==> src/rtl/uart_cmd_pkg.sv <==
// Shared definitions for the UART byte-command RAM controller:
// command codes, FSM state encoding and address byte-count helper.
package uart_cmd_pkg;

    localparam logic [7:0] CMD_PING     = 8'h55;
    localparam logic [7:0] CMD_ADDR_RST = 8'hBB;
    localparam logic [7:0] CMD_ADDR_INC = 8'hDD;
    localparam logic [7:0] CMD_ADDR_RPT = 8'hAA;
    localparam logic [7:0] CMD_ADDR_SET = 8'h99;
    localparam logic [7:0] CMD_RD       = 8'hCC;
    localparam logic [7:0] CMD_BWR      = 8'hFF;
    localparam logic [7:0] CMD_BRD      = 8'hEE;

    typedef enum logic [2:0] {
        ST_IDLE,
        ST_SETADDR,
        ST_WR_WAIT,
        ST_WR_STORE,
        ST_RD_LAT,
        ST_TX_HOLD
    } state_e;

    function automatic int addr_bytes(input int w);
        return (w + 7) / 8;
    endfunction

endpackage

==> src/rtl/cmd_timeout_cnt.sv <==
// Loadable down-counter; strobes expired_o on the last enabled cycle
// of a TIMEOUT_CYC-long run of enabled cycles without a reload.
module cmd_timeout_cnt #(
    parameter int unsigned TIMEOUT_CYC = 24_000_000
) (
    input  logic clk,
    input  logic rst_n,
    input  logic load_i,
    input  logic en_i,
    output logic expired_o
);

    localparam int unsigned CW = $clog2(TIMEOUT_CYC + 1);
    localparam logic [CW-1:0] LOAD_VAL = CW'(TIMEOUT_CYC);

    logic [CW-1:0] cnt_q;
    logic [CW-1:0] cnt_d;

    always_comb begin
        cnt_d = cnt_q;
        if (load_i) begin
            cnt_d = LOAD_VAL;
        end else if (en_i && cnt_q != '0) begin
            cnt_d = cnt_q - CW'(1);
        end
    end

    always_ff @(posedge clk or negedge rst_n) begin
        if (!rst_n) begin
            cnt_q <= '0;
        end else begin
            cnt_q <= cnt_d;
        end
    end

    assign expired_o = en_i && (cnt_q == CW'(1));

endmodule

==> src/rtl/uart_ram_cmd_ctrl.sv <==
// Byte-command controller between a UART byte stream and a single-port
// frame buffer RAM: ping, address ops, single read, burst write/read.
module uart_ram_cmd_ctrl
    import uart_cmd_pkg::*;
#(
    parameter int          ADDR_W      = 15,
    parameter int          DEPTH       = 2**ADDR_W,
    parameter int          BURST_LEN   = 102,
    parameter int          TIMEOUT_CYC = 24_000_000,
    parameter logic [7:0]  PING_REPLY  = 8'h44
) (
    input  logic              clk,
    input  logic              rst_n,
    input  logic              rx_valid,
    input  logic [7:0]        rx_data,
    output logic              tx_valid,
    input  logic              tx_ready,
    output logic [7:0]        tx_data,
    output logic [ADDR_W-1:0] ram_addr,
    output logic [7:0]        ram_wdata,
    output logic              ram_we,
    input  logic [7:0]        ram_rdata,
    output logic              busy,
    output logic              err_pulse
);

    localparam int AB = addr_bytes(ADDR_W);
    localparam int SW = AB * 8;
    localparam int CW = $clog2(BURST_LEN + AB + 1);
    localparam logic [ADDR_W-1:0] LAST = ADDR_W'(DEPTH - 1);

    state_e            state_q;
    logic [ADDR_W-1:0] addr_q;
    logic [CW-1:0]     cnt_q;
    logic [SW-1:0]     sh_q;
    logic              burst_q;
    logic              tx_valid_q;
    logic [7:0]        tx_data_q;
    logic              we_q;
    logic [7:0]        wdata_q;
    logic              err_q;

    logic [SW-1:0] sh_in;
    logic [SW-1:0] addr_ext;
    logic          tmo_en;
    logic          tmo_exp;

    function automatic logic [ADDR_W-1:0] addr_inc(input logic [ADDR_W-1:0] a);
        return (a == LAST) ? '0 : a + ADDR_W'(1);
    endfunction

    // Address bytes arrive LSB first, so each new byte enters at the top.
    assign sh_in    = SW'({rx_data, sh_q} >> 8);
    assign addr_ext = SW'(addr_q);
    assign tmo_en   = (state_q == ST_WR_WAIT || state_q == ST_SETADDR) && !rx_valid;

    cmd_timeout_cnt #(
        .TIMEOUT_CYC(TIMEOUT_CYC)
    ) u_tmo (
        .clk      (clk),
        .rst_n    (rst_n),
        .load_i   (!tmo_en),
        .en_i     (tmo_en),
        .expired_o(tmo_exp)
    );

    always_ff @(posedge clk or negedge rst_n) begin
        if (!rst_n) begin
            state_q    <= ST_IDLE;
            addr_q     <= '0;
            cnt_q      <= '0;
            sh_q       <= '0;
            burst_q    <= 1'b0;
            tx_valid_q <= 1'b0;
            tx_data_q  <= '0;
            we_q       <= 1'b0;
            wdata_q    <= '0;
            err_q      <= 1'b0;
        end else begin
            we_q  <= 1'b0;
            err_q <= 1'b0;
            unique case (state_q)
                ST_IDLE: begin
                    if (rx_valid) begin
                        case (rx_data)
                            CMD_PING: begin
                                tx_valid_q <= 1'b1;
                                tx_data_q  <= PING_REPLY;
                                cnt_q      <= '0;
                                burst_q    <= 1'b0;
                                state_q    <= ST_TX_HOLD;
                            end
                            CMD_ADDR_RST: addr_q <= '0;
                            CMD_ADDR_INC: addr_q <= addr_inc(addr_q);
                            CMD_ADDR_RPT: begin
                                tx_valid_q <= 1'b1;
                                tx_data_q  <= addr_ext[7:0];
                                sh_q       <= addr_ext >> 8;
                                cnt_q      <= CW'(AB - 1);
                                burst_q    <= 1'b0;
                                state_q    <= ST_TX_HOLD;
                            end
                            CMD_ADDR_SET: begin
                                cnt_q   <= CW'(AB - 1);
                                state_q <= ST_SETADDR;
                            end
                            CMD_RD: begin
                                cnt_q   <= '0;
                                burst_q <= 1'b0;
                                state_q <= ST_RD_LAT;
                            end
                            CMD_BWR: begin
                                cnt_q   <= CW'(BURST_LEN - 1);
                                state_q <= ST_WR_WAIT;
                            end
                            CMD_BRD: begin
                                cnt_q   <= CW'(BURST_LEN - 1);
                                burst_q <= 1'b1;
                                state_q <= ST_RD_LAT;
                            end
                            default: ;
                        endcase
                    end
                end
                ST_SETADDR: begin
                    if (rx_valid) begin
                        sh_q <= sh_in;
                        if (cnt_q == '0) begin
                            state_q <= ST_IDLE;
                            if (64'(sh_in) >= 64'(DEPTH)) begin
                                addr_q <= '0;
                                err_q  <= 1'b1;
                            end else begin
                                addr_q <= sh_in[ADDR_W-1:0];
                            end
                        end else begin
                            cnt_q <= cnt_q - CW'(1);
                        end
                    end else if (tmo_exp) begin
                        state_q <= ST_IDLE;
                        err_q   <= 1'b1;
                    end
                end
                ST_WR_WAIT: begin
                    if (rx_valid) begin
                        we_q    <= 1'b1;
                        wdata_q <= rx_data;
                        state_q <= ST_WR_STORE;
                    end else if (tmo_exp) begin
                        state_q <= ST_IDLE;
                        err_q   <= 1'b1;
                    end
                end
                ST_WR_STORE: begin
                    err_q  <= rx_valid;
                    addr_q <= addr_inc(addr_q);
                    if (cnt_q == '0) begin
                        state_q <= ST_IDLE;
                    end else begin
                        cnt_q   <= cnt_q - CW'(1);
                        state_q <= ST_WR_WAIT;
                    end
                end
                // Burst address advances at capture so the next read is
                // already in flight while this byte waits for the UART.
                ST_RD_LAT: begin
                    err_q      <= rx_valid;
                    tx_data_q  <= ram_rdata;
                    tx_valid_q <= 1'b1;
                    if (burst_q) begin
                        addr_q <= addr_inc(addr_q);
                    end
                    state_q <= ST_TX_HOLD;
                end
                ST_TX_HOLD: begin
                    err_q <= rx_valid;
                    if (tx_ready) begin
                        if (cnt_q == '0) begin
                            tx_valid_q <= 1'b0;
                            state_q    <= ST_IDLE;
                        end else begin
                            cnt_q <= cnt_q - CW'(1);
                            if (burst_q) begin
                                tx_valid_q <= 1'b0;
                                state_q    <= ST_RD_LAT;
                            end else begin
                                tx_data_q <= sh_q[7:0];
                                sh_q      <= sh_q >> 8;
                            end
                        end
                    end
                end
                default: state_q <= ST_IDLE;
            endcase
        end
    end

    assign tx_valid  = tx_valid_q;
    assign tx_data   = tx_data_q;
    assign ram_addr  = addr_q;
    assign ram_wdata = wdata_q;
    assign ram_we    = we_q;
    assign busy      = (state_q != ST_IDLE);
    assign err_pulse = err_q;

endmodule
==> config.mk <==
export PLATFORM = sky130hd
export DESIGN_NAME = uart_ram_cmd_ctrl
export DESIGN_NICKNAME = d
export VERILOG_FILES = /design/src/rtl/uart_cmd_pkg.sv /design/src/rtl/cmd_timeout_cnt.sv /design/src/rtl/uart_ram_cmd_ctrl.sv
export SDC_FILE = /design/constraint.sdc
export NUM_CORES = 1
export LEC_CHECK = 0
export ABC_AREA = 1
export ABC_CLOCK_PERIOD_IN_PS = 3500
export CAP_MARGIN = 0
export CORE_MARGIN = 5
export CORE_UTILIZATION = 50
export DETAILED_ROUTE_END_ITERATION = 8
export HOLD_SLACK_MARGIN = 0.06
export PLACE_DENSITY = 0.77
export RECOVER_POWER = 50
export SLEW_MARGIN = 20
export SYNTH_ARGS = -nofsm -noshare
export SYNTH_HDL_FRONTEND = slang
export SYNTH_SLANG_ARGS = --single-unit
==> constraint.sdc <==
create_clock -name clk -period 3.5 [get_ports clk]
set_input_delay 1.05 -clock clk [delete_from_list [all_inputs] [get_ports clk]]
set_output_delay 1.05 -clock clk [all_outputs]
set_load 0.005 [all_outputs]
==> impl_metrics.ini, run 1 <==
[run_status]
status = complete, no violations

[setup_path]
r2r_start = state_q[2]
worstPathRequired_ps = 2450
end_kind = primary output
cp.arrival_ps = 1910
r2r_cells = 10
crit_type = flop to primary output
rrSetupSlack_ps = 1290
startpoint_type = flop
r2r-end = u_tmo.cnt_q[9]
cp_max_fo = 13

[drt]
final_antenna_net_count = 0
drc = 0
avgRoutedWirePerCell_um = 14.5
vias_per_cell = 5.34
dr.pass1.iters = 5
totalWireLength_mm = 13.5
vias = 4969
initialDrtViolationCount = 459

[timing]
max_slew_margin = 0.154
rsz0062_at_grt = no
slew_viol_final = 0
whs_ps = 489
fin_skew_ps = 14.0
tightest_slew_ps = 1270
fin_crit_sh = 0.846
setup_violations = 0
timing.fmax_ghz = 0.338
hold_violations = 0
fin_tns_setup_ps = 0
min_period_ps = 2960

[cells_and_area]
syn2layout_area_growth_pct = 15.9
fill_cells = 937
final_cells = 931
fin_util = 0.591
drive_gt1_frac = 0.0830
num_antenna_cells = 0
finalNetCount = 815

[pwr]
p_per_area_nw_per_um2 = 793
peakVddDrop_mv = 0.440
leakagePower_nw = 2.94

[yosys]
yosysSeqAreaShare = 0.411
ys_ff_latch = 86
synthSimpleGateAreaFrac = 0.333
synth-async-reset-ratio = 1.00
yosys.area_share.adder = 0.0119
synth_edf_count = 0
yosys.area.top_type_share = 0.411
synth.avg_cell_area_um2 = 7.11
synth-xor-area-share = 0.0318
synth_compound_area_frac = 0.126
ys_types = 45
yosys_warnings = 0
synthesis.nets = 761
synth_ff_type = dfrtp_1
synth_top_family_by_area = simple AND/OR/NAND/NOR gates
synthCells = 736
synth_top_area_cell = dfrtp_1
synth.area.top_cells = dfrtp_1 (41%), nand2_1 (16%), nor2_1 (6.6%)
syn_area_um2 = 5240
synth.mux.area_fraction = 0

[clock_tree]
cts_buffers = 9
hold_buffers = 0
post_cts_resized = 0
clockBufferDepth = 2
root_buffer = clkbuf_8
clock-sinks = 86
clkTransAtPathRegs_ps = 90
htree_levels = 3
cts_setup_buffers = 0
cts_tree = done
insertion_delay_ps = 390

[floorplan]
core_um2 = 10300
rows = 37
initial_utilization = 0.509
ios = 55
die_area_um2 = 12600
dieWidth_um = 112
die_h_um = 112

[placement]
io_buffers = 54
numPlacedInstances = 915
hpwl_mm = 10.1
place_congestion = 0.897

[grt]
antenna_found_initial = 0
grt_use_total = 0.223
grt_pass1_wl_mm = 22.9
globalRoute.totalOverflow = 0
grt_pass1_vias = 4873
grt_max_degree = 52

[hold_path]
min_from = ram_wdata[0]
hold_depth = 2
holdCritPathClass = flop to flop
min_to = ram_wdata[0]

[run]
maxCapViolations = 0
[per-layer routing]
layer,wire length (µm),global-route usage,share of wire
met4,341,0.107,0.025
met2,6620,0.368,0.49
met1,5940,0.285,0.44
met3,591,0.0377,0.044
met5,0,0,0
[state kept, by name, summed over array words and instances (netlist names)]
register	cells
u_tmo.cnt_q	25
sh_q	16
ram_addr	15
ram_wdata	8
tx_data	8
cnt_q	7
state_q	3
burst_q	1
err_pulse	1
ram_we	1
tx_valid	1
[logic make-up after synthesis]
family                   count (synthesis)
AO/OA/AOI/OAI                          113
XOR/XNOR                                19
adder cells (fa/ha/maj)                  5
buffers and inverters                  106
flip-flops                              86
AND/OR/NAND/NOR                        407
[worst max-delay path: stages (launching register included)]
cell,delay [ps]
dfrtp_1,630
inv_2,180
nand2_2,200
clkdlybuf4s50_1,530
[synth_stat cells (2+ instances only)]
library cell	count
nor2_1	92
buf_2	9
xor2_1	18
a22oi_1	4
or2_2	7
ha_1	5
nand2_1	218
nor3_1	14
nand3_2	3
nor2_2	3
o211ai_1	3
inv_1	76
clkbuf_1	3
nand4_1	7
o22ai_1	3
o21ai_0	26
o21a_1	4
buf_6	5
o21ai_2	10
o21ai_1	36
a21oi_1	18
nand2_4	2
or2_1	3
a2bb2oi_1	2
nand2_2	4
nand3_1	46
inv_2	12
dfrtp_1	86
[cell type report]
cell class,count,area [µm²],share of cell area
inverters,89,339,0.0559
clock inverters,6,68.8,0.0113
repair buffers,60,573,0.0944
flip-flops and latches,86,2150,0.354
clock buffers,10,138,0.0227
multi-input cells,544,2630,0.433
well taps,136,170,0.0280
[worst max-delay path by stage]
stage,startpoint,end,slack [ps],cells after the start
final,state_q[2],busy,540,3
after CTS,state_q[2],busy,550,3
after floorplan,rx_data[7],ram_addr[11],1340,10
after global routing,rst_n,u_tmo.cnt_q[9],480,2
after detailed placement,rx_data[3],cnt_q[1],490,10
after global placement,rx_data[4],tx_data[4],560,11
[metrics by stage]
stage | power (mW) | setup slack [ps] | area (µm²)
global placement | 4.00 | 556 | 5880
detailed placement | 4.07 | 493 | 5880
finish | 4.82 | 539 | 6070
CTS | 4.83 | 549 | 6080
global route | 5.23 | 476 | 6070
floorplan | 3.31 | 1340 | 5240
[report_power, final]
group          internal [mW]  total (mW)  leakage (nW)  switching [mW]
sequential              1.28        1.61          1.08           0.323
combinational          0.930        2.46          1.76            1.53
clock                  0.354       0.752         0.103           0.397
[cell usage in the layout, fill, tap and decap left out, types with 2 or more instances in the layout]
cell,Yosys,final
o21a_1,4,4
xor2_1,18,18
inv_2,12,12
ha_1,5,5
o21ai_0,26,26
nand3_2,3,3
nor3_1,14,14
o21ai_1,36,36
clkinv_4,1,2
o21ai_2,10,10
inv_1,76,76
clkbuf_8,0,10
a21oi_1,18,18
nand2_1,218,218
clkdlybuf4s50_1,0,37
dlygate4sd3_1,0,16
o211ai_1,3,3
nand4_1,7,7
or2_1,3,3
dfrtp_1,86,86
nand2_2,4,4
a22oi_1,4,4
nand2_4,2,2
inv_6,0,2
nor2_1,92,93
clkbuf_1,3,2
nand3_1,46,46
a2bb2oi_1,2,2
nor2_2,3,2
o22ai_1,3,3
or2_2,7,7
buf_4,0,4
Power figures use the tool's default switching activity.
==> inputs of run 2 (changes only) <==
--- a/config.mk
+++ b/config.mk
@@ -6,13 +6,13 @@
 export NUM_CORES = 1
 export LEC_CHECK = 0
 export ABC_AREA = 1
-export ABC_CLOCK_PERIOD_IN_PS = 3500
+export ABC_CLOCK_PERIOD_IN_PS = 2700
 export CAP_MARGIN = 0
 export CORE_MARGIN = 5
 export CORE_UTILIZATION = 50
 export DETAILED_ROUTE_END_ITERATION = 8
 export HOLD_SLACK_MARGIN = 0.06
-export PLACE_DENSITY = 0.77
+export PLACE_DENSITY = 0.8
 export RECOVER_POWER = 50
 export SLEW_MARGIN = 20
 export SYNTH_ARGS = -nofsm -noshare
==> constraint.sdc (replaced) <==
create_clock -name clk -period 2.7 [get_ports clk]
set_input_delay 0.81 -clock clk [delete_from_list [all_inputs] [get_ports clk]]
set_output_delay 0.81 -clock clk [all_outputs]
set_load 0.005 [all_outputs]
==> impl_metrics.ini, run 2 (synthesized netlist as in run 1, its figures left out) <==
[hold_path]
min_to = tx_data[3]
holdCritPathClass = flop to flop
hold_depth = 2
min_from = tx_data[3]

[clock_tree]
clock-sinks = 86
cts_buffers = 9
post_cts_resized = 0
clockBufferDepth = 2
clkTransAtPathRegs_ps = 80
cts_tree = done
htree_levels = 3
cts_setup_buffers = 0
insertion_delay_ps = 360
root_buffer = clkbuf_8
hold_buffers = 0

[timing]
max_slew_margin = 0.334
rsz0062_at_grt = no
setup_ws_ps = 165
min_period_ps = 2540
tightest_slew_ps = 999
slew_viol_final = 0
fin_skew_ps = 8.18
timing.fmax_ghz = 0.394
fin_crit_sh = 0.939
hold_violations = 0
setup_violations = 0

[drt]
final_antenna_net_count = 0
vias_per_cell = 5.29
drc = 0
initialDrtViolationCount = 353
vias = 4976
dr.pass1.iters = 5
totalWireLength_mm = 13.5
avgRoutedWirePerCell_um = 14.4

[setup_path]
cp.arrival_ps = 1730
worstPathRequired_ps = 1890
r2r_start = ram_addr[1]
end_kind = primary output
startpoint_type = flop
cp_max_fo = 10
rrSetupSlack_ps = 700
r2r-end = ram_addr[14]
crit_type = flop to primary output
r2r_cells = 10

[cells_and_area]
final_cell_mix = nand2_1 (218), nor2_1 (92), dfrtp_1 (86)
largest_reg_flops = 25
top_register = u_tmo.cnt_q
final_common_cell = nand2_1
final_cells = 940
fill_cells = 959
finalNetCount = 825
syn2layout_area_growth_pct = 17.4
drive_gt1_frac = 0.0920
num_antenna_cells = 0
design_area_um2 = 6150

[grt]
grt_pass1_vias = 4851
grt_pass1_wl_mm = 22.9
grt_max_degree = 40
globalRoute.totalOverflow = 0
grt-busiest-layer = met2
antenna_found_initial = 0
grt_use_total = 0.219
use_met1 = 0.289
met3_usage = 0.0383
grt.met2_usage = 0.366

[placement]
place_congestion = 0.938
dpl_cell_area_um2 = 5960
numPlacedInstances = 925
hpwl_mm = 10.4
dp_slack_ps = -61.0
io_buffers = 54

[floorplan]
initial_utilization = 0.509
die_h_um = 112
die_area_um2 = 12600
dieWidth_um = 112
rows = 37
ios = 55
core_um2 = 10300

[pwr]
internal_power_mw = 3.43
combPwrFrac = 0.519
power.switching_mw = 2.86
peakVddDrop_mv = 0.653
p_per_area_nw_per_um2 = 1020
p_seq_frac = 0.328
swShare = 0.455
p_total_mw = 6.29
clockPowerShare = 0.153
leakagePower_nw = 2.96

[run]
maxCapViolations = 0

[run_status]
status = complete, no violations
## run 2: cell count changes in the layout (fill, tap and decap cells not counted), sizes merged
cell | previous run | this run
clkinv | 3 | 2
clkbuf | 13 | 16
inv | 90 | 88
dlygate4sd3 | 16 | 3
buf | 4 | 13
clkdlybuf4s50 | 37 | 50
## run 2: worst max-delay path by stage
stage | depth (start not counted) | slack, ps | from | endpoint
5_1_grt | 12 | 90 | rx_data[0] | tx_data[6]
3_3_place_gp | 12 | 50 | rx_data[0] | tx_data[6]
3_5_place_dp | 11 | -60 | rx_data[0] | cnt_q[1]
6_report | 3 | 160 | state_q[0] | busy
4_1_cts | 3 | 150 | state_q[0] | busy
2_1_floorplan | 10 | 780 | rx_data[7] | ram_addr[11]
## run 2: cell type report
class	instances	area, µm²	area share
Inverter	89	339	0.0552
Sequential cell	86	2150	0.350
Clock buffer	12	165	0.0269
Timing Repair Buffer	70	646	0.105
Tap cell	136	170	0.0277
Clock inverter	3	42.5	0.00692
Multi-Input combinational cell	544	2630	0.428
## run 2: metrics by stage
stage          setup TNS, ps  utilization  hold slack, ps
2_1_floorplan              0            -             455
3_3_place_gp               0        0.580             461
3_5_place_dp            -563        0.580             470
4_1_cts                    0        0.601             433
5_1_grt                    0        0.598             509
6_report                   0        0.598             495
## run 2: power groups by stage
stage | Sequential (mW) | Clock (mW) | Combinational, mW
finish | 2.06 | 0.966 | 3.26
global route | 2.11 | 1.04 | 3.67
CTS | 2.05 | 0.975 | 3.27
detailed placement | 2.07 | 0 | 3.25
global placement | 2.06 | 0 | 3.17
floorplan | 1.96 | 0 | 2.34
## run 2: metal layers
metal | part of all wire | wire length [µm]
met1 | 0.46 | 6160
met2 | 0.48 | 6490
met3 | 0.046 | 625
met4 | 0.018 | 246
met5 | 0 | 0
## run 2: worst max-delay path, stage by stage, from the launching register on
cell and delay, ps:
dfrtp_1 590, nor2_2 80, nand2_2 160, clkdlybuf4s50_1 530
